**src/rtl/int_ctrl_pkg.sv**
```systemverilog
// Shared definitions for the interrupt controller: FSM encoding and default
// vector layout.
package int_ctrl_pkg;
    typedef enum logic {
        IDLE = 1'b0,
        REQ  = 1'b1
    } state_t;

    localparam logic [15:0] VEC_BASE_DEF   = 16'h0002;
    localparam logic [15:0] VEC_STRIDE_DEF = 16'h0004;
    localparam int          ID_W           = 4;
endpackage

```
**src/rtl/int_ctrl_prio_enc.sv**
```systemverilog
// Lowest-index-wins priority encoder with a valid flag.
module prio_enc #(
    parameter int W     = 8,
    parameter int IDX_W = 4
) (
    input  logic [W-1:0]     req,
    output logic [IDX_W-1:0] idx,
    output logic             vld
);
    // Scanning from the top lets the lowest set index overwrite last.
    always_comb begin
        idx = '0;
        vld = 1'b0;
        for (int j = W - 1; j >= 0; j--) begin
            if (req[j]) begin
                idx = IDX_W'(j);
                vld = 1'b1;
            end
        end
    end
endmodule

```
**src/rtl/int_ctrl.sv**
```systemverilog
// Prioritised interrupt controller: edge/level pending capture, strict
// preemption against in-service channels, ack/EOI handshake.
module int_ctrl
    import int_ctrl_pkg::*;
#(
    parameter int                NUM_IRQ    = 8,
    parameter int                ADDR_W     = 16,
    parameter logic [ADDR_W-1:0] VEC_BASE   = ADDR_W'(VEC_BASE_DEF),
    parameter logic [ADDR_W-1:0] VEC_STRIDE = ADDR_W'(VEC_STRIDE_DEF)
) (
    input  logic               i_clk,
    input  logic               i_rst_n,
    input  logic               i_ce,
    input  logic [NUM_IRQ-1:0] i_irq,
    input  logic [NUM_IRQ-1:0] i_mask,
    input  logic [NUM_IRQ-1:0] i_edge,
    input  logic               i_ack,
    input  logic               i_eoi,
    output logic               o_irq,
    output logic [ADDR_W-1:0]  o_vector,
    output logic [3:0]         o_id,
    output logic [NUM_IRQ-1:0] o_pending,
    output logic [NUM_IRQ-1:0] o_isr,
    output logic               o_eoi_err
);
    state_t             state, state_nxt;
    logic               irq_nxt;
    logic [ID_W-1:0]    id_nxt, cand_id, eoi_id;
    logic [ADDR_W-1:0]  vec_nxt, cand_vec;
    logic               cand_vld, eoi_vld, ack_go, cur_masked, cur_drop;
    logic [NUM_IRQ-1:0] irq_q, below_isr, eligible, id_oh, ack_set, eoi_clr;
    logic [NUM_IRQ-1:0] rise, pend_nxt, isr_nxt;

    // A channel may preempt only if it is strictly above every in-service bit.
    always_comb begin
        logic seen;
        seen      = 1'b0;
        below_isr = '0;
        for (int j = 0; j < NUM_IRQ; j++) begin
            seen         = seen | o_isr[j];
            below_isr[j] = ~seen;
        end
    end

    assign eligible = o_pending & ~i_mask & below_isr;

    prio_enc #(.W(NUM_IRQ), .IDX_W(ID_W)) u_cand (.req(eligible), .idx(cand_id), .vld(cand_vld));
    prio_enc #(.W(NUM_IRQ), .IDX_W(ID_W)) u_eoi  (.req(o_isr),    .idx(eoi_id),  .vld(eoi_vld));

    assign cand_vec = VEC_BASE + ADDR_W'(cand_id) * VEC_STRIDE;

    always_comb begin
        id_oh   = '0;
        eoi_clr = '0;
        for (int j = 0; j < NUM_IRQ; j++) begin
            id_oh[j]   = (o_id == ID_W'(j));
            eoi_clr[j] = i_eoi && eoi_vld && (eoi_id == ID_W'(j));
        end
    end

    assign ack_go     = i_ack && (state == REQ);
    assign ack_set    = ack_go ? id_oh : '0;
    assign cur_masked = |(id_oh & i_mask);
    assign cur_drop   = |(id_oh & ~i_edge & ~o_pending);

    always_comb begin
        state_nxt = state;
        irq_nxt   = o_irq;
        id_nxt    = o_id;
        vec_nxt   = o_vector;
        case (state)
            IDLE: if (cand_vld) begin
                state_nxt = REQ;
                irq_nxt   = 1'b1;
                id_nxt    = cand_id;
                vec_nxt   = cand_vec;
            end
            REQ: if (i_ack || cur_masked || cur_drop) begin
                state_nxt = IDLE;
                irq_nxt   = 1'b0;
            end
            default: state_nxt = IDLE;
        endcase
    end

    always_ff @(posedge i_clk or negedge i_rst_n) begin
        if (!i_rst_n) begin
            state    <= IDLE;
            o_irq    <= 1'b0;
            o_id     <= '0;
            o_vector <= '0;
        end else if (i_ce) begin
            state    <= state_nxt;
            o_irq    <= irq_nxt;
            o_id     <= id_nxt;
            o_vector <= vec_nxt;
        end
    end

    // Edge set beats ack clear; level channels simply track the sampled line.
    assign rise     = i_irq & ~irq_q;
    assign pend_nxt = (i_edge & ((o_pending & ~ack_set) | rise)) | (~i_edge & i_irq);
    assign isr_nxt  = (o_isr & ~eoi_clr) | ack_set;

    always_ff @(posedge i_clk or negedge i_rst_n) begin
        if (!i_rst_n) begin
            irq_q     <= '0;
            o_pending <= '0;
            o_isr     <= '0;
            o_eoi_err <= 1'b0;
        end else if (i_ce) begin
            irq_q     <= i_irq;
            o_pending <= pend_nxt;
            o_isr     <= isr_nxt;
            o_eoi_err <= i_eoi && !eoi_vld;
        end
    end
endmodule

```
**config.mk**
```make
export PLATFORM = sky130hd
export DESIGN_NAME = int_ctrl
export DESIGN_NICKNAME = d
export VERILOG_FILES = /design/src/rtl/int_ctrl_pkg.sv /design/src/rtl/int_ctrl_prio_enc.sv /design/src/rtl/int_ctrl.sv
export SDC_FILE = /design/constraint.sdc
export NUM_CORES = 1
export LEC_CHECK = 0
export ABC_AREA = 0
export BUFFER_PORTS_ARGS = -buffer_cell sky130_fd_sc_hd__clkbuf_2
export CORE_ASPECT_RATIO = 0.7
export CORE_UTILIZATION = 53
export DETAILED_ROUTE_END_ITERATION = 6
export MAX_ROUTING_LAYER = met4
export PLACE_DENSITY = 0.86
export SYNTH_ARGS = -nofsm -noshare
export SYNTH_HDL_FRONTEND = slang
export SYNTH_SLANG_ARGS = --single-unit
```
**constraint.sdc**
```tcl
create_clock -name i_clk -period 6.1 [get_ports i_clk]
set_clock_uncertainty 0.05 [all_clocks]
set_input_delay 1.22 -clock i_clk [delete_from_list [all_inputs] [get_ports i_clk]]
set_output_delay 1.22 -clock i_clk [all_outputs]
set_load 0.02 [all_outputs]
```
==> metrics.md, run 1 <==
| Metric | Value |
|---|---|
| Critical path class | `input port to register` |
| CTS sink cnt | `31` |
| Compound-gate portion of the synthesized area | `0.2305` |
| EDFF count, synth | `0` |
| Post-Layout Cell Count | `299` |
| XOR/XNOR Fraction of Synth Area | `0` |
| Critical path startpoint category | `input port` |
| Tcrit/Tclk final | `0.4445` |
| Worst Setup End Kind | `register` |
| First-pass GRT wire length | `6969 um` |
| Final worst slack | `between 3 and 4 ns` |
| Syn Inst Count | `200` |
| Synth Cell Area | `1813 um^2` |
| Data required, critical path | `6.22 ns` |
| ANT cells | `0` |
| Synth Warn # | `0` |
| CTS tree | `built` |
| Drt initial violations | `161` |
| Slowest cell on the critical path | `or4_1` |
| Core area | `3212 um^2` |
| Most frequent CP cell | `nand2_1` |
| Worst Tran Pin Value | `0.7470 ns` |
| Resize count post-CTS | `0` |
| FF+latch area | `775.7 um^2` |
| Hold-fix buffers, CTS | `0` |
| Initial antenna violation count | `0` |
| Share of post-route cells with drive strength above 1 | `0.3413` |
| Tot GR Track Use | `0.2659` |
| Clk buf depth | `2` |
| Most frequent cells in the layout | `clkbuf_2, dfrtp_1, nand2_1` |
| Worst-path clk slew | `~0.060 ns` |
| Pre-CTS WS | `3.125 ns` |
| Standard-cell row count | `17` |
| Synth Area in Simple Gates | `0.2133` |
| Drt wl/cell | `14.22 um` |
| CP cell instances | `clkbuf_2 -> nand2_1 -> or4_1 -> nor2_1 -> nand2_1 -> a22o_1` |
| Area of the multi-input gates | `890.9 um^2` |
| Buffers on Ports | `53` |
| RSZ-0062 raised after global routing | `false` |
| Yosys reg bits | `31` |
| Area contributors post-synth | `dfrtp_1, buf_4, nand2_1` |
| H-tree depth | `2` |
| GR Overflow Total | `0` |
| Critical path buffer and inverter count | `1` |
| Dpl cells | `approximately 290` |
| P_leak | `1.072 nW` |
| Pwr dens | `440.1 nW/um^2` |
| Final Max Tran Viols | `0` |
| Syn-to-layout area delta | `19.81%` |
| CTS Buf Count | `5` |
| Largest family of logic cells by synthesized area | `compound AO/OA/AOI/OAI gates` |
| Max-cap viol count | `0` |
| Setup_tns | `0 ns` |
| Initial core utilization | `0.5645` |
| Top delay family on crit path | `simple AND/OR/NAND/NOR gates` |
| Avg Inst Size Synth | `9.065 um^2` |
| Relative slew slack | `0.4891` |
| Final hold vios | `0` |
| Seq/Total Area, Yosys | `0.4279` |
| Placer congestion estimate | `between 0.9 and 1` |
| Status | `finished clean` |
| Yosys top cell area share | `0.4279` |
| HP Class | `register to register` |
| Vias per inst | `5.421` |
| Arrival @ worst endpoint | `2.83 ns` |
| Via count | `1,621` |
| Library cells used by synthesis | `43` |
| Largest net degree at the start of global routing | `32` |
| Slowest stage delay, CP | `0.57 ns` |
| Clk_lat worst skew | `0.29 ns` |
| Mux contribution to synthesized area | `0.02070` |
| Postcts setup bufs | `0` |
| Post-route minimum period | `2.711 ns` |
| Finish-stage setup viols | `0` |
| Worst vdd ir | `169.4 uV` |
| Synth Flop Type | `dfrtp_1` |
| Synth area leader | `dfrtp_1` |
| Final wirelength | `4253 um` |
| DP Wirelength | `3246 um` |
| # DRC | `0` |
| IO Pins | `67` |
| DRT Pass-1 Iters | `4` |
| Adder-cell share of the synthesized area | `0` |
| Max Freq | `368.8 MHz` |
| Async S/R FF share, synth | `1.000` |
| Vias in the first global route | `1,456` |
| CP Max Fanout | `31` |
| Die W | `71.91 um` |
| Height of the chip | `a little over 50 um` |
| Fillers | `between 200 and 300` |
| Clock Tree Root | `clkbuf_8` |
| Routed Antenna Nets | `0` |
| DIE AREA | `3662 um^2` |
| Commonest non-fill, non-tap cell in the layout | `clkbuf_2` |
| Nets | `280` |
==> per-stage QoR <==
stage | area (um^2) | hold slack [ns] | utilization | power, mW
global placement | 2039 | 0.4118 | 0.6350 | 0.7071
finish | 2172 | 0.4240 | 0.6763 | 0.9559
CTS | 2172 | 0.4305 | 0.6763 | 0.9537
floorplan | 1858 | 0.4306 | - | 0.6127
global route | 2172 | 0.4480 | 0.6763 | 1.009
detailed placement | 2039 | 0.4175 | 0.6350 | 0.7130
==> cells by family after synthesis <==
| family | after synthesis |
|---|---|
| buffers and inverters | 34 |
| other | 1 |
| DFF | 31 |
| and+or+nand+nor | 74 |
| muxes | 3 |
| AOI/OAI and AO/OA | 57 |
==> registers in the layout, summed over array words and instances, names as in the netlist <==
signal,cells
o_id,3
o_pending,8
o_eoi_err,1
o_isr,8
irq_q,8
state,1
o_irq,1
o_vector,1
==> worst paths after layout <==
| check | start | end | slack, ns | cells past startpoint |
|---|---|---|---|---|
| setup / recovery | i_ce | o_isr[6]$_DFFE_PN0P_ | 3.39 | 6 |
| hold / removal | o_vector[1]$_DFFE_PN0P_ | o_vector[1]$_DFFE_PN0P_ | 0.42 | 1 |
| setup reg to reg | o_isr[0]$_DFFE_PN0P_ | o_id[0]$_DFFE_PN0P_ | 3.94 | 5 |
| hold reg to reg | o_vector[1]$_DFFE_PN0P_ | o_vector[1]$_DFFE_PN0P_ | 0.42 | 1 |
| max in group asynchronous | i_rst_n | o_pending[5]$_DFFE_PN0P_ | 4.57 | 1 |
| min in group asynchronous | i_rst_n | o_pending[7]$_DFFE_PN0P_ | 0.95 | 1 |
==> final cells by class <==
type	count	share of cell area
tap	47	0.02707
sequential	31	0.3571
timing repair buffer	53	0.1221
multi-input combinational	147	0.4101
clock inverter	2	0.02765
clock buffer	6	0.03341
inverter	13	0.02247
==> report_power, final <==
part	leakage, nW	total (mW)	internal, mW	switching (mW)
registers	0.380	0.338	0.255	0.0836
logic	0.627	0.379	0.154	0.225
clock network	0.0654	0.239	0.163	0.0753
==> layer usage <==
layer / global-route usage / routed length, um / share of wire
met5: - / 0 / 0
met3: 0.06903 / 441 / 0.10
met2: 0.3601 / 1763 / 0.41
met1: 0.3885 / 1995 / 0.47
met4: 0.08170 / 53 / 0.012
==> cells in the mapped netlist, types with 2 or more instances <==
cell and count:
nand2_1 24, a31o_2 8, o32ai_1 3, o21ai_0 13
buf_4 17, o21bai_1 2, nor2b_1 3, nand3_1 4
o31ai_1 3, or3b_2 3, nor2_1 16, or2b_2 3
a21o_2 2, a22o_1 2, clkbuf_1 3, a21oi_1 14
mux2_2 2, nor3_1 3, inv_1 13, nand2b_1 9
dfrtp_1 31
Note: power is estimated with default switching activity, not from simulation.
==> inputs of run 2 (changes only) <==
- CORE_UTILIZATION: 53 -> 49
- PLACE_DENSITY: 0.86 -> 0.8
- clock period: 6.1 -> 2.8 ns (I/O delays scaled with it)
==> metrics.md, run 2 (synthesis gave the netlist of run 1 again) <==
| Metric | Value |
|---|---|
| Nets | `282` |
| GR Overflow Total | `0` |
| Drt initial violations | `115` |
| Status | `finished clean` |
| HP Class | `input port to asynchronous set/reset pin` |
| Dpl cells | `296` |
| Most frequent cells in the layout | `clkbuf_2, dfrtp_1, nand2_1` |
| Clock power frac | `0.178` |
| Setup_tns | `0 ns` |
| Tot Pwr | `1.903 mW` |
| DP Wirelength | `between 3000 and 4000 um` |
| Arrival @ worst endpoint | `roughly 2.2 ns` |
| Vias in the first global route | `~1,300` |
| DRT Pass-1 Iters | `5` |
| Worst Tran Pin Value | `0.8341 ns` |
| Placed instance area | `2058 um^2` |
| Via count | `1,581` |
| RR Startpoint | `o_isr[0]$_DFFE_PN0P_` |
| Share of post-route cells with drive strength above 1 | `0.3425` |
| Syn-to-layout area delta | `18.01%` |
| P_leak | `approximately 1.1 nW` |
| Worst-path clk slew | `0.06 ns` |
| Final Max Tran Viols | `0` |
| Core area | `3536 um^2` |
| Critical path class | `register to register` |
| ANT cells | `0` |
| IO Pins | `67` |
| Routed Antenna Nets | `0` |
| Finish-stage setup viols | `0` |
| Postcts setup bufs | `0` |
| H-tree depth | `2` |
| Buffers on Ports | `53` |
| Clock Tree Root | `clkbuf_8` |
| Drt wl/cell | `13.67 um` |
| Initial antenna violation count | `0` |
| Vias per inst | `5.201` |
| First-pass GRT wire length | `6368 um` |
| Largest net degree at the start of global routing | `32` |
| CP endpoint | `o_id[0]$_DFFE_PN0P_` |
| Worst vdd ir | `431.4 uV` |
| Setup slack, reg-to-reg | `0.72 ns` |
| Psw | `827.9 uW` |
| Post-route minimum period | `2.081 ns` |
| RSZ-0062 raised after global routing | `false` |
| Worst Setup End Kind | `register` |
| CTS Buf Count | `5` |
| Hold Slack | `0.2832 ns` |
| Max-cap viol count | `0` |
| Height of the chip | `roughly 53 um` |
| Clk_lat worst skew | `0.29 ns` |
| CP Max Fanout | `9` |
| Placer congestion estimate | `roughly 0.94` |
| Final wirelength | `4156 um` |
| CTS tree | `built` |
| CTS sink cnt | `31` |
| Tcrit/Tclk final | `0.7434` |
| Standard-cell row count | `18` |
| R2r endpoint | `o_id[0]$_DFFE_PN0P_` |
| Pwr dens | `between 800 and 900 nW/um^2` |
| Die W | `74.70 um` |
| Part of the power in registers | `0.375` |
| Hold-fix buffers, CTS | `0` |
| Top flop regs | `irq_q (8), o_isr (8), o_pending (8)` |
| Tot GR Track Use | `0.2376` |
| Fin area | `~2100 um^2` |
| Crit. Startpoint | `o_isr[0]$_DFFE_PN0P_` |
| Reg2Reg Depth | `5` |
| Final hold vios | `0` |
| Switching share of power | `0.4351` |
| Logic gate share of total power | `0.446` |
| Initial core utilization | `0.5127` |
| P_int | `1.075 mW` |
| Max Freq | `480.4 MHz` |
| Commonest non-fill, non-tap cell in the layout | `clkbuf_2` |
| Critical path startpoint category | `register` |
| Resize count post-CTS | `0` |
| Clk buf depth | `2` |
| Data required, critical path | `2.92 ns` |
| Post-Layout Cell Count | `304` |
| # DRC | `0` |
| DIE AREA | `between 3000 and 4000 um^2` |
| Relative slew slack | `0.4296` |
==> run 2: per-layer routing <==
metal / wire, um / global-route usage / vias to the layer above
li1: - / - / 778
met1: 2057 / 0.3470 / 705
met2: 1629 / 0.3048 / 87
met3: 396 / 0.05524 / 11
met4: 72 / 0.1132 / 0
met5: 0 / - / -
==> run 2: worst max-delay path, cell delays in order, from the launching register on <==
cell     delay, ns
dfrtp_1       0.48
or3_4         0.47
nor3b_1       0.27
a21oi_1       0.17
a21oi_4       0.22
mux2_4        0.31
==> run 2: through the flow <==
stage,setup WS [ns],utilization
6_report,0.7186,0.6051
5_1_grt,0.5517,0.6051
4_1_cts,0.7230,0.6051
3_5_place_dp,0.5880,0.5821
3_3_place_gp,0.5821,0.5821
2_1_floorplan,0.7498,-
==> run 2: cell type report <==
type | instances | area, um^2
multi-input cells | 147 | 890.9
flip-flops and latches | 31 | 775.7
clock inverters | 1 | 5.005
repair buffers | 55 | 280.3
well taps | 50 | 62.56
fillers | 318 | 1396
clock buffers | 7 | 76.32
inverters | 13 | 48.80
==> run 2: worst min-delay path by stage <==
stage          slack [ns]                       end  depth (start not counted)
2_1_floorplan        0.21      irq_q[0]$_DFFE_PN0P_                          0
3_3_place_gp         0.42   o_vector[1]$_DFFE_PN0P_                          1
3_5_place_dp         0.42   o_vector[1]$_DFFE_PN0P_                          1
4_1_cts              0.30  o_pending[7]$_DFFE_PN0P_                          1
5_1_grt              0.34  o_pending[7]$_DFFE_PN0P_                          1
6_report             0.28      o_isr[7]$_DFFE_PN0P_                          1
==> run 2: power groups by stage <==
stage	combinational, mW	clock (mW)	sequential [mW]
2_1_floorplan	0.557	0	0.778
3_3_place_gp	0.840	0	0.716
3_5_place_dp	0.840	0	0.718
4_1_cts	0.845	0.348	0.710
5_1_grt	0.930	0.366	0.734
6_report	0.849	0.339	0.714
